## src/rtl/reconfig_req_seq.sv

```systemverilog
// reconfig_req_seq: turns profile-change requests into one-shot reconfig strobes.
// Optional RECONF_PENDING_EN keeps one request received while busy.
module reconfig_req_seq #(
  parameter int NUM_PROFILES = 5,
  parameter int LOCK_TIMEOUT = 65535
) (
  input  logic       clock,
  input  logic       reset_n,
  input  logic [2:0] rate_sel,
  input  logic       rate_valid,
  input  logic [2:0] ctrl_state,
  input  logic       pll_locked,
  output logic       want_to_reconfig,
  output logic [2:0] intended_rom,
  output logic [2:0] active_rom,
  output logic       seq_busy,
  output logic       done,
  output logic       err_range,
  output logic       lock_err
);

  localparam logic [3:0]  NP  = 4'(NUM_PROFILES);
  localparam logic [15:0] TMO = 16'(LOCK_TIMEOUT);

  typedef enum logic [2:0] {
    IDLE,
    ISSUE,
    WAIT_START,
    WAIT_CTRL_IDLE,
    WAIT_LOCK
  } state_t;

  state_t      state;
  logic        lock_s1;
  logic        lock_s2;
  logic [15:0] cnt;
  logic        pend_v;
  logic [2:0]  pend_sel;
  logic        req_v;
  logic [2:0]  req_sel;
  logic        req_oor;
  logic        rate_oor;

  assign seq_busy = (state != IDLE);
  assign rate_oor = ({1'b0, rate_sel} >= NP);
  assign req_oor  = ({1'b0, req_sel} >= NP);

  // A live strobe takes precedence over a held request
  always_comb begin
    req_v   = rate_valid;
    req_sel = rate_sel;
    if (!rate_valid && pend_v) begin
      req_v   = 1'b1;
      req_sel = pend_sel;
    end
  end

  // Two-flop synchronizer for the asynchronous lock input
  always_ff @(posedge clock or negedge reset_n) begin
    if (!reset_n) begin
      lock_s1 <= 1'b0;
      lock_s2 <= 1'b0;
    end else begin
      lock_s1 <= pll_locked;
      lock_s2 <= lock_s1;
    end
  end

`ifdef RECONF_PENDING_EN
  // Hold the latest in-range request seen while busy
  always_ff @(posedge clock or negedge reset_n) begin
    if (!reset_n) begin
      pend_v   <= 1'b0;
      pend_sel <= 3'd0;
    end else if (state == IDLE) begin
      pend_v <= 1'b0;
    end else if (rate_valid && !rate_oor) begin
      pend_v   <= 1'b1;
      pend_sel <= rate_sel;
    end
  end
`else
  assign pend_v   = 1'b0;
  assign pend_sel = 3'd0;
`endif

  // Sequencer FSM with registered strobes and status
  always_ff @(posedge clock or negedge reset_n) begin
    if (!reset_n) begin
      state            <= IDLE;
      want_to_reconfig <= 1'b0;
      intended_rom     <= 3'd0;
      active_rom       <= 3'd0;
      done             <= 1'b0;
      err_range        <= 1'b0;
      lock_err         <= 1'b0;
      cnt              <= 16'd0;
    end else begin
      want_to_reconfig <= 1'b0;
      done             <= 1'b0;
      err_range        <= rate_valid && rate_oor;
      case (state)
        IDLE: begin
          if (req_v && !req_oor) begin
            if (req_sel == active_rom) begin
              done <= 1'b1;
            end else begin
              intended_rom <= req_sel;
              state        <= ISSUE;
            end
          end
        end
        ISSUE: begin
          if (ctrl_state == 3'd0) begin
            want_to_reconfig <= 1'b1;
            state            <= WAIT_START;
          end
        end
        WAIT_START: begin
          if (ctrl_state != 3'd0) begin
            state <= WAIT_CTRL_IDLE;
          end
        end
        WAIT_CTRL_IDLE: begin
          if (ctrl_state == 3'd0) begin
            cnt   <= 16'd0;
            state <= WAIT_LOCK;
          end
        end
        WAIT_LOCK: begin
          if (lock_s2) begin
            active_rom <= intended_rom;
            lock_err   <= 1'b0;
            done       <= 1'b1;
            state      <= IDLE;
          end else if (cnt == TMO) begin
            active_rom <= intended_rom;
            lock_err   <= 1'b1;
            done       <= 1'b1;
            state      <= IDLE;
          end else begin
            cnt <= cnt + 16'd1;
          end
        end
        default: state <= IDLE;
      endcase
    end
  end

endmodule

```

## config.mk

```make
export PLATFORM = sky130hd
export DESIGN_NAME = reconfig_req_seq
export DESIGN_NICKNAME = d
export VERILOG_FILES = /design/src/rtl/reconfig_req_seq.sv
export SDC_FILE = /design/constraint.sdc
export NUM_CORES = 1
export LEC_CHECK = 0
export BUFFER_PORTS_ARGS = -buffer_cell sky130_fd_sc_hd__buf_4
export CAP_MARGIN = 20
export CORE_ASPECT_RATIO = 1.4
export CORE_MARGIN = 5
export CORE_UTILIZATION = 35
export DETAILED_ROUTE_END_ITERATION = 6
export GPL_TIMING_DRIVEN = 1
export PLACE_DENSITY = 0.63
export SETUP_SLACK_MARGIN = 0.2
export SKIP_LAST_GASP = 1
export SYNTH_ARGS = -nofsm -noshare
export SYNTH_HDL_FRONTEND = slang
export SYNTH_SLANG_ARGS = --single-unit
```

## constraint.sdc

```tcl
create_clock -name clock -period 2.85 [get_ports clock]
set_input_delay 0.1425 -clock clock [delete_from_list [all_inputs] [get_ports clock]]
set_output_delay 0.1425 -clock clock [all_outputs]
set_load 0.01 [all_outputs]
```

After elaboration in Yosys (flattened, before gate mapping):

Cells that the tools add are included.

* flip-flop bits (word level): 31
* latch bits: 0
* memory bits (writable): 0
* bits in read-only memories: 0
* bits of input ports: 10
* output and inout port bits: 11
* logic and storage cells: 63
* memories: 0

* add/subtract/negate cells: 1
* multipliers: 0
* div/mod/pow operators: 0
* $lt $le $gt $ge: 1
* eq/ne operators: 14
* shift operators: 0
* multiplexer cells: 23
* bitwise operators: 1
* reduce and logical (&&, ||, !) cells: 13

Operators by type and width (count)
* 16-bit two-way mux: 3
* 16-bit case mux with 2 select lines: 1
* 3-bit two-way mux: 9
* 16-bit by 1-bit adder with 16-bit output, second input constant: 1
* 16-bit equality test, second input constant: 1
* 3-bit case mux with 5 select lines: 1
* 2-bit != test, second input constant: 7
* 1-bit two-way mux: 8
* 3-bit by 2-bit equality test with 1-bit output, second input constant: 2
* 3-bit logical NOT: 2
* 6-bit AND reduction: 1
* 3-bit nonzero test: 2
* 4-bit AND reduction: 1
* 2-bit nonzero test: 2
* 3-bit by 1-bit equality test with 1-bit output, second input constant: 1
* 3-bit equality test: 1
* 3-bit equality test, second input constant: 1
* 3-bit greater-or-equal comparator, second input constant: 1
* 3-bit != test, second input constant: 1
* 3-bit AND reduction: 1
* 1-bit logical AND: 2
* 1-bit case mux with 2 select lines: 1
* 2-bit AND reduction: 1
* 1-bit logical NOT: 1
* 1-bit inverter: 1

Depth between registers and ports, before layout:

Gate-level depths: netlist (run 1).

* depth in word-level cells: 5
* mapped depth: 7

Worst setup path after synthesis (run 1):

OpenSTA, ideal clock, no wires.

* path kind: flip-flop to flip-flop
* from: register cnt[0]
* to: register active_rom[0]
* setup time: 0.125 ns
* data arrival time: 1.723 ns
* data required time: 2.725 ns
* path slack: 1.002 ns
* stages on the path, launching flop included: 6
* buffers on the path: 0
* clock period less this slack: 1.848 ns
* path through: dfrtp_1 > ha_1 > nand4_2 > nor4_4 > o21a_1 > mux2_2

* cells in the longest elaborated chain, start to end: 3

RTL lines
* start, declared: RTL line 36 `logic [15:0] cnt;`
* start signal, assigned: RTL line 142 `cnt <= cnt + 16'd1;`
* 16-bit equality test: RTL line 136 `end else if (cnt == TMO) begin`
* 2-bit nonzero test (no source line)
* 2-bit AND reduction (no source line)
* end signal, assigned: RTL line 132 `active_rom <= intended_rom;`
* end signal, assigned: RTL line 137 `active_rom <= intended_rom;`
* end, declared: RTL line 15 `output logic [2:0] active_rom,`

Every way passes these cells.
A chain may end at the register's enable or synchronous reset.

Worst setup path after layout (run 1):

* from: register cnt[0]
* to: register active_rom[1]

Same word-level chain as after synthesis.

==> results.cfg, run 1 <==
[setup_path]
cp-end-kind = flip-flop
cp-startpoint = cnt[0]
startpoint_type = flip-flop
reg2reg_depth = 5
path_cells = ha_1, nand4_2, nor4_4, o21a_1, mux2_2
cp_data_required_time_ns = 3.02
cp_slowest_cell = nor4_4
cpPeakStageDelay_ns = 0.56
r2r_start = cnt[0]
crit_fanout = 8
timing.rr.end = active_rom[1]
regToRegSetupSlack_ns = 0.76
criticalPathCategory = reg2reg
critPathArrivalTime_ns = 2.26

[synth]
synthMuxAreaShare_pct = 4.882
synth_cell_types = 43
synth_top_family_by_area = simple AND/OR/NAND/NOR gates
synth_area_um2 = 1589
syn_area_per_cell_um2 = 10.39
synthCells = 153
seq_area_frac_synth_pct = 48.82
syn_nets = 164
synthAdderAreaFrac_pct = 0.7874
synth_edf_count = 0
synth_xor_area_share_pct = 2.205
yosysWarnings = 0
async_reset_ff_share_pct = 100.0
synthSimpleGateAreaFrac_pct = 23.39
ys_ff_latch = 31
synth_ff_type = dfrtp_1
synth_compound_area_share_pct = 16.85

[timing]
tightestPinTransition_ns = 0.6328
drv_slew = 0
hold_viol_final = 0
post-route-min-period_ns = 2.086
rsz0062_at_grt = no
finalSetupTns_ns = 0
finClkSkew_ns = 0.005760
relSlewSlack_pct = 57.73
setup_viol = 0
layout_setup_ws_ns = 0.7637
fmax_mhz = 479.3
timing.final.crit_share_pct = 73.20
hold_slack_ns = 0.09485

[final_layout]
area_growth_pct = 20.47
seq_area_um2 = 775.7
multi_input_area_um2 = 764.5
antennaDiodeCount = 0
mostFrequentLayoutCells = dfrtp_1, buf_4, nand2_1
drive_gt1_share_pct = 23.60
layout.cells.most_common = dfrtp_1
fillers = 442
nets = 188

[floorplan]
rows = 29
start_util_pct = 35.60
num_io_pins = 21
die-area_um2 = 6007
core-area_um2 = 4463
die_width_um = 66.95
die_y_um = 89.73

[min_path]
worstHoldStart = rate_valid
hold_path_class = in2reg
hold_end = err_range
holdPathStages = 3

[flow_run]
maxCapViolations = 0

[pwr]
power.switching_mw = 0.4748
clockPowerShare_pct = 26.2
switching_share_pct = 33.12
power_density_nw_per_um2 = 748.7
totalPowerFinal_mw = 1.433
comb_power_share_pct = 22.3
p_int_mw = 0.9585
pwr-share-seq_pct = 51.5
peakVddDrop_mv = 0.3553
leakagePower_nw = 0.8248

[clock_network]
clock_latency_ns = 0.28
cts_repair_resize_count = 0
cts_tree = yes
root_buffer = clkbuf_8
path_clk_slew_ns = 0.06
numClockSinks = 31
cts_buffer_depth = 2
cts_max_level = 2
cts_made_buffers = 5

[drt]
drt_iter0_markers = 103
wl_per_cell_um = 14.37
viasPerCell = 5.467
via_count = 1312
dr.pass1.iters = 4
drtAntennaViolNets = 0
drc_errors = 0
wirelength_um = 3448

[placed_design]
gp_congestion = 0.9636
portBuffers = 20
dp_slack_ns = 0.7792
hpwlAfterDp_um = 2495

[global_routing]
grt_max_degree = 32
grt_pass1_wl_um = 6134
gr-usage-all-layers_pct = 13.11
antenna_found_initial = 0
grt_pass1_vias = 1335
gr-total-overflow = 0

[outcome]
status = finished, final reports clean
-- power groups by stage --
stage / clock [mW] / combinational (mW) / sequential (mW)
6_report: 0.375 / 0.320 / 0.738
5_1_grt: 0.411 / 0.359 / 0.759
4_1_cts: 0.390 / 0.325 / 0.736
3_5_place_dp: 0 / 0.322 / 0.741
3_3_place_gp: 0 / 0.316 / 0.739
2_1_floorplan: 0 / 0.208 / 0.705
-- kinds of logic (layout without fill, tap and decap cells) --
kind of cell	Yosys count	in the layout
simple gates	63	63
buf+inv	11	36
xor+xnor	4	4
fa+ha+maj	1	1
mux	7	7
flops	31	31
compound gates	36	36
-- sequential cells by signal, summed over array words and instances, names as in the netlist --
signal / cells
cnt: 16
active_rom: 3
intended_rom: 3
state: 3
done: 1
err_range: 1
lock_err: 1
lock_s1: 1
lock_s2: 1
want_to_reconfig: 1
-- worst max-delay path: cells and delay by family (launching register included) --
family | cells | cell delay (ns)
simple gates | 2 | 0.78
flops | 1 | 0.39
mux | 1 | 0.34
compound gates | 1 | 0.23
fa+ha+maj | 1 | 0.24
-- routing by layer --
metal | track usage (%) | part of all wire [%] | routed length [µm] | up-vias
met5 | 0 | 0 | 0 | -
met4 | 5.753 | 2.3 | 80 | 0
met3 | 3.616 | 4.7 | 162 | 10
met2 | 19.87 | 48 | 1645 | 36
met1 | 17.24 | 45 | 1559 | 643
li1 | - | - | - | 623
-- how the worst max path moves through the flow --
stage / end / slack, ns
3_5_place_dp: active_rom[1] / 0.78
5_1_grt: cnt[5] / 0.63
3_3_place_gp: active_rom[2] / 0.85
4_1_cts: active_rom[1] / 0.79
2_1_floorplan: active_rom[0] / 1.00
6_report: active_rom[1] / 0.76
-- metrics by stage --
step                instances  area, µm²  utilization, %
floorplan                 153       1589               -
global placement          230       1794           40.20
detailed placement        230       1794           40.20
CTS                       240       1914           42.89
global route              240       1914           42.89
finish                    240       1914           42.89
-- synthesized netlist by cell type, types with 2 or more instances --
cell type | instances | share of area, %
dfrtp_1 | 31 | 49
nand2_1 | 16 | 3.8
a31oi_1 | 12 | 4.7
nor3_1 | 9 | 2.8
nand3_1 | 8 | 2.5
mux2_2 | 6 | 4.3
nor2_1 | 6 | 1.4
clkbuf_1 | 5 | 1.2
o21ai_0 | 5 | 1.6
inv_1 | 4 | 0.94
xor2_1 | 4 | 2.2
nand2b_1 | 3 | 1.2
nand4_1 | 3 | 1.2
nor4_1 | 3 | 1.2
or4_1 | 3 | 1.4
a21boi_0 | 2 | 0.94
a21oi_1 | 2 | 0.63
nand4_2 | 2 | 1.6
nand4b_1 | 2 | 1.1
nor2b_1 | 2 | 0.79
o22a_1 | 2 | 1.1
or3_1 | 2 | 0.79
-- area by class of cell --
| class | instances | share of cell area (%) |
|---|---|---|
| sequential | 31 | 40.52 |
| multi-input combinational | 111 | 39.93 |
| timing repair buffer | 23 | 9.281 |
| clock buffer | 8 | 5.229 |
| tap | 62 | 4.052 |
| inverter | 5 | 0.9804 |
-- timing repair --
item / 4_1_cts / 5_1_grt
hold endpoints to repair: 32 / 0
buffers inserted: 0 / 0
hold buffers: 2 / 0
Power figures use the tool's default switching activity.
==> inputs of run 2 (changes only) <==
==> constraint.sdc (replaced) <==
create_clock -name clock -period 2 [get_ports clock]
set_input_delay 0.1 -clock clock [delete_from_list [all_inputs] [get_ports clock]]
set_output_delay 0.1 -clock clock [all_outputs]
set_load 0.01 [all_outputs]
==> results.cfg, run 2 (synthesis gave the netlist of run 1 again) <==
[floorplan]
rows = 29
num_io_pins = 21
die-area_um2 = 6007
start_util_pct = 35.60
core-area_um2 = 4463
die_y_um = 89.73
die_width_um = 66.95

[min_path]
hold_path_class = in2reg
holdPathStages = 3
hold_end = err_range
worstHoldStart = rate_valid

[global_routing]
gr-usage-all-layers_pct = 14.08
grt_pass1_vias = 1453
antenna_found_initial = 0
grt_pass1_wl_um = 6479
grt_max_degree = 32
gr-total-overflow = 0

[timing]
rsz0062_at_grt = yes
hold_viol_final = 0
relSlewSlack_pct = 70.74
finalSetupTns_ns = 0
post-route-min-period_ns = 1.782
setup_viol = 0
drv_slew = 0
finClkSkew_ns = 0.003849
tightestPinTransition_ns = 0.4334
layout_setup_ws_ns = 0.2184
fmax_mhz = 561.3
timing.final.crit_share_pct = 89.08

[setup_path]
criticalPathCategory = reg2reg
r2r_start = cnt[1]
regToRegSetupSlack_ns = 0.22
timing.rr.end = cnt[9]
crit_fanout = 8
path_buf_inv = 0
critPathArrivalTime_ns = 1.94
cpPeakStageDelay_ns = 0.64
cp_data_required_time_ns = 2.16
startpoint_type = flip-flop
cp_top_family = simple AND/OR/NAND/NOR gates
cp_slowest_cell = or4_4
path_cells = ha_4, nand4_4, or4_4, a31oi_2, a31oi_4
cp-end-kind = flip-flop
reg2reg_depth = 5

[drt]
drtAntennaViolNets = 0
via_count = 1385
viasPerCell = 5.474
wl_per_cell_um = 16.07
wirelength_um = 4065
drc_errors = 0
dr.pass1.iters = 4
drt_iter0_markers = 124

[final_layout]
stdcell_count = 253
antennaDiodeCount = 0
area_growth_pct = 35.35
fin_area_um2 = 2151
layout.cells.most_common = buf_4
final_util_pct = 48.19
regMostFlops = cnt
drive_gt1_share_pct = 36.65
mostFrequentLayoutCells = buf_4, dfrtp_1, nand2_1
largest_register_ff_count = 16
nets = 201

[placed_design]
portBuffers = 20
gp_congestion = 0.8675
placed_cell_area_um2 = 1858
dp_slack_ns = 0.05211
dp_cells = 237
hpwlAfterDp_um = 2755

[clock_network]
cts_max_level = 2
cts_buffer_depth = 2
clock_latency_ns = 0.29
cts_tree = yes
numClockSinks = 31
root_buffer = clkbuf_8
cts_made_buffers = 5
path_clk_slew_ns = 0.06

[outcome]
status = finished, final reports clean

[flow_run]
maxCapViolations = 0

[pwr]
leakagePower_nw = 0.8914
power_density_nw_per_um2 = 1057
peakVddDrop_mv = 0.5617
[run 2: cell types whose count changed in the layout (fill, tap and decap cells not counted), sizes merged]
| cell | delta |
|---|---|
| buf | +13 |
[run 2: what timing repair did]
action	in CTS	in global routing
hold endpoints to repair	32	0
endpoints found under the setup margin	12	12
resized for setup	4	15
pin swaps	1	9
hold buffers	2	0
buffers inserted	1	5
[run 2: per-layer routing]
layer | global-route usage, % | vias up | part of all wire [%]
li1 | - | 655 | -
met1 | 15.67 | 685 | 40
met2 | 23.68 | 33 | 54
met3 | 4.613 | 12 | 4.0
met4 | 6.430 | 0 | 2.4
met5 | 0 | - | 0
[run 2: area by class of cell]
| type | count | area, µm² |
|---|---|---|
| inverter | 5 | 23.77 |
| multi-input combinational | 111 | 894.6 |
| clock buffer | 8 | 100.1 |
| sequential | 31 | 779.5 |
| tap | 62 | 77.57 |
| fill | 409 | 2312 |
| timing repair buffer | 36 | 275.3 |
[run 2: worst max path at each step]
stage            from       to  depth (start not counted)
6_report       cnt[1]   cnt[9]                          5
5_1_grt        cnt[3]  cnt[13]                          4
4_1_cts        cnt[1]   cnt[2]                          5
3_5_place_dp   cnt[0]   cnt[2]                          5
3_3_place_gp   cnt[0]   cnt[6]                          5
2_1_floorplan  cnt[0]   cnt[6]                          6
[run 2: worst register-to-register path: cells and delay by family (launching register included)]
| kind | cells | cell delay [ns] |
|---|---|---|
| flops | 1 | 0.42 |
| fa+ha+maj | 1 | 0.18 |
| simple gates | 2 | 0.79 |
| compound gates | 2 | 0.28 |
[run 2: stage by stage]
step,power [mW],hold WS [ns]
2_1_floorplan,1.307,-0.1956
3_3_place_gp,1.539,0.05407
3_5_place_dp,1.576,0.06050
4_1_cts,2.163,0.05136
5_1_grt,2.412,0.05317
6_report,2.274,0.05889
[run 2: where the power goes]
part	switching [mW]	internal, mW
logic	0.313	0.361
clock network	0.233	0.314
registers	0.244	0.810
total	0.789	1.48
